`src/rtl/prime_check.sv`:
```
// Trial-division primality tester; drives an external divmod unit over a
// go/ready handshake and reports the smallest divisor found.
module prime_check #(
    parameter int WIDTH   = 16,
    parameter int TIMEOUT = 64
) (
    input  logic             clk,
    input  logic             rst,
    input  logic             go,
    input  logic [WIDTH-1:0] n,
    output logic             ready,
    output logic             error,
    output logic             is_prime,
    output logic [WIDTH-1:0] factor,
    output logic             dm_go,
    output logic [WIDTH-1:0] dm_a,
    output logic [WIDTH-1:0] dm_b,
    input  logic             dm_ready,
    input  logic             dm_error,
    input  logic [WIDTH-1:0] dm_div,
    input  logic [WIDTH-1:0] dm_mod
);

    localparam int TW = $clog2(TIMEOUT) + 1;

    typedef enum logic [1:0] {
        S_IDLE,
        S_ISSUE,
        S_WAIT,
        S_DONE
    } state_t;

    state_t           r_state;
    logic             r_ready;
    logic             r_error;
    logic             r_is_prime;
    logic [WIDTH-1:0] r_factor;
    logic             r_dm_go;
    logic [WIDTH-1:0] r_dm_a;
    logic [WIDTH-1:0] r_dm_b;
    logic [WIDTH-1:0] r_d;
    logic [TW-1:0]    r_timer;

    logic [WIDTH-1:0] w_d_next;

    assign w_d_next = r_d + WIDTH'(1);

    assign ready    = r_ready;
    assign error    = r_error;
    assign is_prime = r_is_prime;
    assign factor   = r_factor;
    assign dm_go    = r_dm_go;
    assign dm_a     = r_dm_a;
    assign dm_b     = r_dm_b;

    always_ff @(posedge clk) begin
        if (rst) begin
            r_state    <= S_IDLE;
            r_ready    <= 1'b1;
            r_error    <= 1'b0;
            r_is_prime <= 1'b0;
            r_factor   <= '0;
            r_dm_go    <= 1'b0;
            r_dm_a     <= '0;
            r_dm_b     <= '0;
            r_d        <= WIDTH'(2);
            r_timer    <= '0;
        end else begin
            r_dm_go <= 1'b0;
            unique case (r_state)
                S_IDLE: begin
                    if (go) begin
                        r_dm_a  <= n;
                        r_d     <= WIDTH'(2);
                        r_error <= 1'b0;
                        r_ready <= 1'b0;
                        if (n < WIDTH'(2)) begin
                            r_is_prime <= 1'b0;
                            r_factor   <= '0;
                            r_state    <= S_DONE;
                        end else begin
                            r_dm_b  <= WIDTH'(2);
                            r_dm_go <= 1'b1;
                            r_state <= S_ISSUE;
                        end
                    end
                end
                S_ISSUE: begin
                    r_timer <= '0;
                    r_state <= S_WAIT;
                end
                S_WAIT: begin
                    // divmod still shows its stale ready in the first cycle
                    if (r_timer == '0) begin
                        r_timer <= TW'(1);
                    end else if (dm_ready) begin
                        if (dm_error) begin
                            r_ready    <= 1'b1;
                            r_error    <= 1'b1;
                            r_is_prime <= 1'b0;
                            r_factor   <= '0;
                            r_state    <= S_IDLE;
                        end else if (dm_div < r_d) begin
                            r_ready    <= 1'b1;
                            r_is_prime <= 1'b1;
                            r_factor   <= r_dm_a;
                            r_state    <= S_IDLE;
                        end else if (dm_mod == '0) begin
                            r_ready    <= 1'b1;
                            r_is_prime <= 1'b0;
                            r_factor   <= r_d;
                            r_state    <= S_IDLE;
                        end else begin
                            r_d     <= w_d_next;
                            r_dm_b  <= w_d_next;
                            r_dm_go <= 1'b1;
                            r_state <= S_ISSUE;
                        end
                    end else if (r_timer == TW'(TIMEOUT - 1)) begin
                        r_ready    <= 1'b1;
                        r_error    <= 1'b1;
                        r_is_prime <= 1'b0;
                        r_factor   <= '0;
                        r_state    <= S_IDLE;
                    end else begin
                        r_timer <= r_timer + TW'(1);
                    end
                end
                S_DONE: begin
                    r_ready <= 1'b1;
                    r_state <= S_IDLE;
                end
                default: r_state <= S_IDLE;
            endcase
        end
    end

endmodule

```
`config.mk`:
```
export PLATFORM = sky130hd
export DESIGN_NAME = prime_check
export DESIGN_NICKNAME = d
export VERILOG_FILES = /design/src/rtl/prime_check.sv
export SDC_FILE = /design/constraint.sdc
export NUM_CORES = 1
export LEC_CHECK = 0
export ABC_AREA = 1
export CAP_MARGIN = 20
export CELL_PAD_IN_SITES_DETAIL_PLACEMENT = 1
export CELL_PAD_IN_SITES_GLOBAL_PLACEMENT = 1
export CORE_UTILIZATION = 31
export CTS_CLUSTER_DIAMETER = 150
export DETAILED_ROUTE_END_ITERATION = 8
export GPL_TIMING_DRIVEN = 0
export PLACE_DENSITY_LB_ADDON = 0.1
export SYNTH_ARGS = -nofsm -noshare
export SYNTH_HDL_FRONTEND = slang
export SYNTH_SLANG_ARGS = --single-unit
```
`constraint.sdc`:
```
create_clock -name clk -period 2.3 [get_ports clk]
set_clock_uncertainty 0.05 [all_clocks]
set_input_delay 0.69 -clock clk [delete_from_list [all_inputs] [get_ports clk]]
set_output_delay 0.69 -clock clk [all_outputs]
set_load 0.05 [all_outputs]
```
## Yosys cells after proc, flatten, opt, wreduce, memory -nomap -nowiden

Index checks and enable logic that the tools add are counted.
W data, S select, Z words.

- Word-level logic and storage cells: 106
- Input port bits: 53
- Flip-flop bits (word level): 77
- Output and inout bits: 52

- Add/subtract/negate cells: 2
- Eq/ne operators: 17
- Magnitude comparators: 2
- Reduce and logical (&&, ||, !) cells: 14
- Multiplexer cells: 61

Operators by type and width:

| kind | count |
|---|---|
| $mux W16 | 16 |
| $pmux W16 S2 | 3 |
| $mux W1 | 28 |
| $mux W7 | 3 |
| $add A16 B1 Y16 const B | 1 |
| $logic_not A16 Y1 | 1 |
| $lt A16 B16 Y1 | 1 |
| $lt A16 B2 Y1 const B | 1 |
| $ne A2 B2 Y1 const B | 8 |
| $pmux W7 S2 | 1 |
| $ne A3 B3 Y1 const B | 4 |
| $mux W2 | 5 |
| $reduce_and A5 Y1 | 2 |
| $pmux W2 S4 | 1 |
| $reduce_and A8 Y1 | 1 |
| $add A7 B1 Y7 const B | 1 |
| $eq A7 B6 Y1 const B | 1 |
| $logic_not A7 Y1 | 1 |
| $reduce_and A7 Y1 | 1 |
| $pmux W1 S2 | 3 |
| $reduce_and A3 Y1 | 2 |
| $reduce_and A6 Y1 | 1 |
| $ne A5 B5 Y1 const B | 1 |
| $eq A2 B2 Y1 const B | 2 |
| other kinds (6) | 7 |

## Logic depth before layout (Yosys ltp)

Gate-level depths: netlist of run 1.

- Depth after elaboration: 7
- Depth in mapped cells: 16
- Gate-level depth less buffers: 16

## Worst setup path after synthesis of run 1

Ideal clock, no wire load.

- Path kind: input to register
- Start point: input port dm_div[9]
- End point: register r_factor[10], in the netlist factor[10]
- Required time: 2.138 ns
- Path slack: -0.012 ns
- Library setup time: 0.112 ns
- Arrival time: 2.151 ns
- Cell stages on the path: 12
- Path buffers: 1
- Cells stage by stage: ha_1 -> nand2_1 -> inv_1 -> o21bai_1 -> a21oi_1 -> nor2_1 -> nand2_2 -> nand3_2 -> nand2_4 -> buf_2 -> nor2_1 -> nor2_1

- Cells in the longest elaborated chain, start to end: 6
- Elaborated cells between the ends (all ways): 8
- Classes of those cells: order compare: 1; eq/ne: 1; mux: 5; reduce/logical: 1

Ends and longest elaborated chain:

| what | RTL line | text |
|---|---|---|
| from (decl) | 20 | `input logic [WIDTH-1:0] dm_div,` |
| $lt A16 B16 Y1 (*) | 103 | `end else if (dm_div < r_d) begin` |
| $mux W16 | 103 |  |
| $mux W16 | 97 | `if (dm_error) begin` |
| $mux W16 | 96 | `end else if (dm_ready) begin` |
| $mux W16 | 94 | `if (r_timer == '0) begin` |
| $pmux W16 S2 | 70 | `unique case (r_state)` |
| to (signal assigned) | 106 | `r_factor <= r_dm_a;` |
| to (signal assigned) | 111 | `r_factor <= r_d;` |
| to (decl) | 37 | `logic [WIDTH-1:0] r_factor;` |

Every way passes the cells marked *; elsewhere a longest branch is shown, timed or not. The select of a mux whose other input is x is not followed.
A chain may end at the register's enable or synchronous reset.

## Final worst setup path of run 1

- Start point: input port dm_div[15]
- End point: register r_dm_b[5], in the netlist dm_b[5]

- Cells in the longest elaborated chain, start to end: 3

Ends and longest elaborated chain:

| what | RTL line | text |
|---|---|---|
| $lt A16 B16 Y1 | 103 |  |
| $ne A2 B2 Y1 (no source line) | - |  |
| $reduce_and A8 Y1 (no source line) | - |  |
| to (signal assigned) | 115 | `r_dm_b <= w_d_next;` |
| to (decl) | 40 | `logic [WIDTH-1:0] r_dm_b;` |

Every way passes these cells.

==> flow_summary.ini, run 1 <==
[floorplanning]
die-area_um2 = 14300
fp.dieW_um = 120
num_rows = 42
io_pins = 105
coreArea_um2 = 13300
initial_core_util_pct = 32.2
die_y_um = 120

[grt]
first_global_vias = 5113
grt_max_degree = 14
overflow = 0
grt_first_pass_wirelength_um = 25500
grtUsageTotal_pct = 22.9
antenna_found_initial = 0

[worst_setup_path]
critical_path_required_ps = 2490
rr_startpoint = r_d[15]
r2r_end = dm_b[5]
cp_cell_sequence = buf_6 > ha_4 > nand4_1 > buf_4 > a21oi_4 > nor2_4 > nand3_4 > nand4_1 > buf_6 > buf_12 > buf_12 > nor2_1 > nor2_1
reg2reg_depth = 13
path_depth = 13
crit_start = dm_div[15]
crit_family = buffers and inverters
worst-r2r-setup-slack_ps = 20
slowest_delay_ps = 260
endpoint_kind = flop
slowest_stage = ha_4
path_max_fanout = 10
crit_end = dm_b[5]
path_class = in -> reg
path_buf_inv = 5
crit_arrival_ps = 2490
start_kind = primary input

[drt]
drc_errors = 0
antenna_left = 0
dr.first_iter.drc_count = 208
drtPass1Iterations = 4
vias = 4834
routedWlPerCell_um = 15.7
drt-vias-per-instance = 4.83
wirelength_um = 15700

[logic_synthesis]
syn_inst = 682
synth-xor-area-share_pct = 0.204
postSynthAreaPerCell_um2 = 6.29
synth_edf_count = 0
ys.flop_type = dfxtp_1
ys_async_sr_fraction_pct = 0
synth_cell_types = 32
synth_area_leaders = dfxtp_1 36%, nor2_1 16%, nand2_1 14%, inv_1 7.1%, ha_1 5.2%
yosysTopAreaCellShare_pct = 35.9
synth-compound-area-share_pct = 8.22
synth_area_um2 = 4290
synth_top_family_by_area = simple AND/OR/NAND/NOR gates
yosysTopAreaCell = dfxtp_1
synth_mux_area_share_pct = 0
yosys_register_bits = 77
syn-num-nets = 753
synth_adder_area_share_pct = 5.25
yosysWarnings = 0
yosys.area_share.simple_pct = 40.6
yosysSeqAreaShare_pct = 35.9

[timing]
slew_viol_final = 0
relSlewSlack_pct = 63.4
worst_slew_pin_slew_ps = 548
finalSetupTns_ps = 0
fmax_mhz = 436
final-setup-viol-count = 0
fin_crit_sh_pct = 99.8
hold_slack_ps = 425
period_needed_ps = 2290
rsz0062_at_grt = yes
hold_viol = 0

[layout]
layout-drive-gt1-share_pct = 20.4
multi_input_area_um2 = 2720
insertedDiodeCount = 0
syn_to_final_growth_pct = 53.2
fillers = 1693
fin_area_um2 = 6580
seqCellArea_um2 = 1570
nNetsFinal = 891
layout_common_cells = 165 x nor2_1, 139 x nand2_1, 69 x inv_1
layout_commonest_cell = nor2_1
final_util_pct = 49.3

[clock_network]
ctsLongestPathBuffers = 2
insertion_delay_ps = 340
numCtsBuffers = 9
h-tree-depth = 3
clockRootBuffer = clkbuf_16
cts_tree = yes
clock_sinks = 77
clkSlewWorstSetupHoldPaths_ps = 60

[placement]
globalplace.congestion = 0.907
hpwl_um = 11700
placedInstanceArea_um2 = 5550
io_buffers = 103

[pwr]
power.leakage_nw = 3.05
p_per_area_nw_per_um2 = 821
total_power_mw = 5.40
ir_drop_uv = 464

[outcome]
status = finished, final reports clean

[hold_path]
hold_path_class = reg -> reg

[flow_run]
max_cap_violations = 0
[how the worst min path moves through the flow]
stage / from / to / slack (ps) / cells after the start
3_5_place_dp: error / error / 420 / 2
3_3_place_gp: error / error / 400 / 2
6_report: error / error / 420 / 2
2_1_floorplan: r_timer[4] / r_timer[4] / 420 / 2
5_1_grt: error / error / 450 / 2
4_1_cts: error / error / 430 / 2
[kinds of logic (layout without fill, tap and decap cells)]
| family | count (synthesis) | after routing |
|---|---|---|
| and+or+nand+nor | 411 | 411 |
| buffers and inverters | 107 | 250 |
| xor gates and xnor gates | 1 | 1 |
| DFF | 77 | 77 |
| AOI/OAI and AO/OA | 68 | 68 |
| adders and majority gates | 18 | 18 |
[area by class of cell]
| class | count | area share, % |
|---|---|---|
| multi-input combinational | 498 | 41.3 |
| sequential | 77 | 23.8 |
| timing repair buffer | 128 | 19.5 |
| inverter | 86 | 5.02 |
| clock buffer | 11 | 3.69 |
| tap | 176 | 3.35 |
| buffer | 20 | 2.32 |
| clock inverter | 5 | 0.913 |
[timing repair]
| item | CTS | global route |
|---|---|---|
| pin swaps | 35 | 34 |
| resized for setup | 127 | 92 |
| hold endpoints to repair | 0 | 0 |
| cloned | 2 | 0 |
| hold buffers | 0 | 0 |
| setup buffers | 14 | 10 |
| setup endpoints to repair | 58 | 63 |
[synthesized netlist by cell type, types with 2 or more instances]
master and n:
nor2_1 184, nand2_1 157, inv_1 81, dfxtp_1 77, o21ai_0 41, nand3_1 28
a21oi_1 22, ha_1 18, clkbuf_1 10, buf_2 9, nand4_1 9, nand3b_1 7
nor3_1 6, inv_2 5, nor4_1 5, nand2_2 2, nand3_2 2, nor2_2 2
nor2_4 2, o21ai_2 2, or2_2 2
[registers in the layout, indices dropped and copies added (netlist names)]
register / flops
dm_a: 16
dm_b: 16
dm_go: 1
error: 1
factor: 16
is_prime: 1
r_d: 16
r_state: 2
r_timer: 7
ready: 1
[through the flow]
stage,instances,setup WS [ps]
after floorplan,682,40.7
after global placement,961,-971
after detailed placement,961,-1020
after CTS,992,5.11
after global routing,1001,-67.0
final,1001,5.35
[where the power goes]
part / switching, mW / internal (mW) / total [mW]
clock network: 0.588 / 0.870 / 1.46
logic: 1.40 / 0.849 / 2.25
registers: 0.165 / 1.53 / 1.69
total: 2.15 / 3.24 / 5.40
[tightest hold or removal path, stage by stage, from the launching register on]
cell and delay, ps:
dfxtp_1 310, nand2_1 60, a21oi_1 60
[layer usage]
| layer | part of all wire [%] | GRT usage, % | vias to the layer above |
|---|---|---|---|
| met1 | 43 | 27.4 | 2278 |
| met2 | 51 | 41.0 | 124 |
| li1 | - | - | 2401 |
| met3 | 3.6 | 4.09 | 31 |
| met4 | 2.7 | 7.89 | 0 |
| met5 | 0 | 0 | - |
No activity file was read; power rests on OpenSTA's default activity.
==> run 2, diff against run 1 <==
==> config.mk (replaced) <==
export PLATFORM = sky130hd
export DESIGN_NAME = prime_check
export DESIGN_NICKNAME = d
export VERILOG_FILES = /design/src/rtl/prime_check.sv
export SDC_FILE = /design/constraint.sdc
export NUM_CORES = 1
export LEC_CHECK = 0
export CAP_MARGIN = 20
export CELL_PAD_IN_SITES_DETAIL_PLACEMENT = 1
export CELL_PAD_IN_SITES_GLOBAL_PLACEMENT = 1
export CORE_UTILIZATION = 32
export DETAILED_ROUTE_END_ITERATION = 8
export GPL_TIMING_DRIVEN = 0
export PLACE_DENSITY_LB_ADDON = 0.1
export SKIP_LAST_GASP = 1
export SYNTH_ARGS = -nofsm -noshare
export SYNTH_HDL_FRONTEND = slang
export SYNTH_SLANG_ARGS = --single-unit
==> flow_summary.ini, run 2 <==
[outcome]
status = complete, but fails checks
violations = negative setup slack

[logic_synthesis]
yosys_register_bits = 77
postSynthAreaPerCell_um2 = 8.85
synth_area_um2 = 3910
syn-num-nets = 513
synth-compound-area-share_pct = 23.8
ys.flop_type = dfxtp_1
synth_edf_count = 0
synth_cell_types = 51
ys_async_sr_fraction_pct = 0
synth_mux_area_share_pct = 5.15
synth-xor-area-share_pct = 4.03
synth_top_family_by_area = compound AO/OA/AOI/OAI gates
yosysWarnings = 0
yosysSeqAreaShare_pct = 39.4
synth_commonest_cells = 77 x dfxtp_1, 53 x nand2_1, 32 x a21oi_1
yosysTopAreaCell = dfxtp_1
yosys.area_share.simple_pct = 16.7
synth_most_common_cell = dfxtp_1
synth_area_leaders = dfxtp_1 39%, ha_1 5.8%, nand2_1 5.1%, mux2i_1 4.9%, a21oi_1 4.1%
yosysTopAreaCellShare_pct = 39.4
synth_adder_area_share_pct = 5.76
syn_inst = 442

[pwr]
total_power_mw = 3.79
ir_drop_uv = 333
power.leakage_nw = 2.45
p_per_area_nw_per_um2 = 573

[drt]
drtPass1Iterations = 5
dr.first_iter.drc_count = 179
wirelength_um = 15200
drc_errors = 0
vias = 4158
routedWlPerCell_um = 20.3
drt-vias-per-instance = 5.56
antenna_left = 0

[worst_setup_path]
reg2reg_depth = 8
path_class = in -> reg
start_kind = primary input
slowest_stage = or3_4
crit_family = compound AO/OA/AOI/OAI gates
rr_startpoint = r_d[3]
r2r_end = factor[0]
path_depth = 8
cp_cell_sequence = buf_6 > ha_4 > a2111o_1 > a311oi_4 > a21oi_4 > or3_4 > buf_16 > o31ai_2
critical_path_required_ps = 2510
worst-r2r-setup-slack_ps = -270
crit_arrival_ps = 2800
path_buf_inv = 2
path_max_fanout = 5
slowest_delay_ps = 470
endpoint_kind = flop
crit_start = dm_div[1]
crit_end = factor[0]

[layout]
nNetsFinal = 667
syn_to_final_growth_pct = 69.2
layout-drive-gt1-share_pct = 33.9
layout_common_cells = 65 x clkdlybuf4s50_1, 61 x dfxtp_1, 52 x nand2_1
layout_commonest_cell = clkdlybuf4s50_1
fin_area_um2 = 6620
insertedDiodeCount = 0

[clock_network]
postCtsHoldBufs = 0
cts_tree = yes
clock_sinks = 77
ctsLongestPathBuffers = 2
numCtsBuffers = 9
h-tree-depth = 3
clkSlewWorstSetupHoldPaths_ps = 60
insertion_delay_ps = 350
clockRootBuffer = clkbuf_16

[grt]
top_usage_layer = met2
overflow = 0
antenna_found_initial = 0
grtUsageTotal_pct = 23.7
grt_util_met3_pct = 3.46
use_met1_pct = 29.5
grt_first_pass_wirelength_um = 23000
first_global_vias = 4233
grt_max_degree = 14
grt_util_met2_pct = 41.1

[hold_path]
hold_path_class = reg -> reg

[placement]
post-place-ws_ps = -1480
hpwl_um = 10300
placedInstanceArea_um2 = 5210
globalplace.congestion = 0.793
io_buffers = 103

[floorplanning]
num_rows = 40
die-area_um2 = 12700
die_y_um = 113
io_pins = 105
fp.dieW_um = 113
coreArea_um2 = 12000
initial_core_util_pct = 32.7

[timing]
final.setup.worst_slack_ps = -286
finalSetupTns_ps = -10190
slew_viol_final = 0
final-setup-viol-count = 51
hold_viol = 0
relSlewSlack_pct = 57.6
fmax_mhz = 387
fin_crit_sh_pct = 112
hold_slack_ps = 412
period_needed_ps = 2590
worst_slew_pin_slew_ps = 635
rsz0062_at_grt = yes

[flow_run]
max_cap_violations = 0
## run 2: cell types whose count changed after synthesis, moves of 7 or more
cell,previous run,this run
a21oi_1,22,32
clkbuf_1,10,24
inv_1,81,22
mux2i_1,0,19
nand2_1,157,53
nand3_1,28,15
nor2_1,184,21
nor4_1,5,13
o211ai_1,0,18
o21ai_0,41,6
o2bb2ai_1,0,16
o31ai_1,0,7
o31ai_2,0,10
xnor2_1,0,17
## run 2: through the flow
step / instances / utilization [%]
after floorplan: 442 / -
after global placement: 692 / 43.6
after detailed placement: 692 / 43.6
after CTS: 733 / 51.3
after global routing: 748 / 55.4
final: 748 / 55.4
## run 2: worst min-delay path by stage
stage             start  endpoint  depth (start not counted)
3_3_place_gp   dm_b[12]  dm_b[12]                          1
5_1_grt         dm_b[4]   dm_b[4]                          1
4_1_cts         dm_b[1]   dm_b[1]                          2
6_report        dm_b[1]   dm_b[1]                          2
3_5_place_dp   dm_b[13]  dm_b[13]                          1
2_1_floorplan   r_d[14]   r_d[14]                          1
## run 2: layout make-up
cell class | instances | area, um^2
clock buffer | 11 | 243
buffer | 19 | 131
tap | 147 | 184
timing repair buffer | 153 | 1530
fill | 1322 | 5340
inverter | 22 | 85.1
sequential | 77 | 1600
clock inverter | 5 | 36.3
multi-input combinational | 314 | 2820
## run 2: report_power, final
group	switching (mW)	leakage (nW)	total (mW)	internal, mW
Clock	0.609	0.128	1.37	0.761
Sequential	0.0441	0.635	1.41	1.37
Combinational	0.600	1.69	1.01	0.410
## run 2: cell families after synthesis
group                    count (synthesis)
AND/OR/NAND/NOR                        137
AO/OA/AOI/OAI                          121
XOR/XNOR                                18
buffers and inverters                   51
multiplexers                            20
flip-flops                              77
adder cells (fa/ha/maj)                 18
## run 2: routing by layer
metal | part of all wire, % | vias up
li1 | - | 1942
met1 | 45 | 2070
met2 | 50 | 117
met3 | 3.2 | 29
met4 | 2.4 | 0
met5 | 0 | -
## run 2: worst register-to-register path, cell delays in order, from the launching register on
cell	delay, ps
dfxtp_4	410
inv_1	90
ha_2	200
a2111o_1	330
a311oi_4	420
a21oi_4	140
or3_4	480
buf_16	170
o31ai_2	200
## run 2: what timing repair did
| item | CTS | global route |
|---|---|---|
| gates resized for setup | 180 | 80 |
| setup buffers | 31 | 16 |
| endpoints found under the setup margin | 72 | 74 |
| cloned | 1 | 2 |
| pin swaps | 44 | 24 |
==> run 3, diff against run 2 <==
--- a/config.mk
+++ b/config.mk
@@ -12,7 +12,9 @@
 export DETAILED_ROUTE_END_ITERATION = 8
 export GPL_TIMING_DRIVEN = 0
 export PLACE_DENSITY_LB_ADDON = 0.1
+export SKIP_CTS_REPAIR_TIMING = 1
 export SKIP_LAST_GASP = 1
+export SLEW_MARGIN = 20
 export SYNTH_ARGS = -nofsm -noshare
 export SYNTH_HDL_FRONTEND = slang
 export SYNTH_SLANG_ARGS = --single-unit
==> flow_summary.ini, run 3 (same netlist as run 2, synthesis figures left out) <==
[placement]
globalplace.congestion = 0.793
hpwl_um = 10300
io_buffers = 103

[grt]
grtUsageTotal_pct = 22.0
overflow = 0
grt_first_pass_wirelength_um = 21400
first_global_vias = 3976
antenna_found_initial = 0
grt_max_degree = 14

[timing]
rsz0062_at_grt = yes
final.setup.worst_slack_ps = -441
period_needed_ps = 2740
relSlewSlack_pct = 59.6
fin_crit_sh_pct = 119
hold_viol = 0
worst_slew_pin_slew_ps = 606
slew_viol_final = 0
fmax_mhz = 365
final-setup-viol-count = 50

[clock_network]
clkSlewWorstSetupHoldPaths_ps = 60
insertion_delay_ps = 340
ctsLongestPathBuffers = 2
clockRootBuffer = clkbuf_16
clock_sinks = 77
h-tree-depth = 3
numCtsBuffers = 9
cts_tree = yes

[pwr]
p_per_area_nw_per_um2 = 583
power.leakage_nw = 2.43
total_power_mw = 3.69
ir_drop_uv = 349

[drt]
vias = 4009
drt-vias-per-instance = 5.48
routedWlPerCell_um = 19.6
drtPass1Iterations = 6
dr.first_iter.drc_count = 149
drc_errors = 0
antenna_left = 0
wirelength_um = 14400

[layout]
layout_common_cells = 72 x clkdlybuf4s50_1, 62 x dfxtp_1, 53 x nand2_1
final_util_pct = 52.9
insertedDiodeCount = 0
layout_commonest_cell = clkdlybuf4s50_1
layout-drive-gt1-share_pct = 27.0
nNetsFinal = 651
syn_to_final_growth_pct = 61.7

[outcome]
status = complete, but fails checks
violations = negative setup slack

[worst_setup_path]
slowest_stage = clkdlybuf4s50_1
cp_cell_sequence = clkdlybuf4s50_1 > nor4_2 > nand4_1 > nor2_2 > a21oi_4 > or3_4 > buf_12 > o31ai_1
start_kind = primary input
path_class = in -> reg
endpoint_kind = flop
slowest_delay_ps = 440
path_max_fanout = 6
critical_path_required_ps = 2490
crit_family = simple AND/OR/NAND/NOR gates
crit_arrival_ps = 2930
path_buf_inv = 2

[floorplanning]
io_pins = 105
fp.dieW_um = 113
die-area_um2 = 12700
initial_core_util_pct = 32.7
die_y_um = 113
coreArea_um2 = 12000
num_rows = 40

[hold_path]
hold_path_class = reg -> reg

[flow_run]
max_cap_violations = 0
[run 3: changes by cell type in the layout (fill, tap and decap cells not counted), sizes merged]
| cell | before | now |
|---|---|---|
| buf | 68 | 39 |
| dlygate4sd2 | 12 | 0 |
| dlymetal6s2s | 10 | 22 |
| clkbuf | 26 | 34 |
| clkdlybuf4s50 | 65 | 72 |
| clkdlybuf4s15 | 2 | 0 |
[run 3: metrics by stage]
step	setup TNS (ps)	setup WS, ps	area, um^2	hold WS, ps	std cells
6_report	-12190	-441	6330	418	732
5_1_grt	-17820	-532	6330	426	732
4_1_cts	-44650	-1140	5490	416	708
3_5_place_dp	-66570	-1480	5210	401	692
3_3_place_gp	-64270	-1400	5210	397	692
2_1_floorplan	-13200	-425	4000	403	442
[run 3: where the power goes]
group / switching (mW) / internal [mW] / total (mW)
clock: 0.597 / 0.761 / 1.36
combinational: 0.548 / 0.356 / 0.904
sequential: 0.0526 / 1.37 / 1.43
total: 1.20 / 2.49 / 3.69
[run 3: path summary, 6_finish.rpt]
check / to / slack [ps] / cells after the start / startpoint
max: factor[5] / -440 / 8 / n[14]
min: dm_b[7] / 420 / 1 / dm_b[7]
max reg2reg: factor[5] / -420 / 8 / r_d[3]
min reg2reg: dm_b[7] / 420 / 1 / dm_b[7]
[run 3: metal layers]
layer | part of all wire [%] | wire length (um) | vias to the layer above | GRT usage [%]
met1 | 45 | 6400 | 1991 | 28.5
met2 | 50 | 7230 | 92 | 37.5
met3 | 3.6 | 520 | 20 | 3.08
li1 | - | - | 1906 | -
met4 | 1.5 | 216 | 0 | 7.64
met5 | 0 | 0 | - | 0
[run 3: layout make-up]
type | instances | area [um^2]
inverter | 22 | 85.1
clock inverter | 5 | 36.3
sequential | 77 | 1580
buffer | 22 | 138
tap | 147 | 184
clock buffer | 11 | 243
multi-input combinational | 314 | 2680
fill | 1338 | 5630
timing repair buffer | 134 | 1380
[run 3: worst register-to-register path: stages (launching register included)]
cell      delay [ps]
dfxtp_2          430
inv_1            120
ha_2             210
a2111o_1         330
a311oi_4         440
a21oi_4          170
or3_4            490
buf_12           160
o31ai_1          230
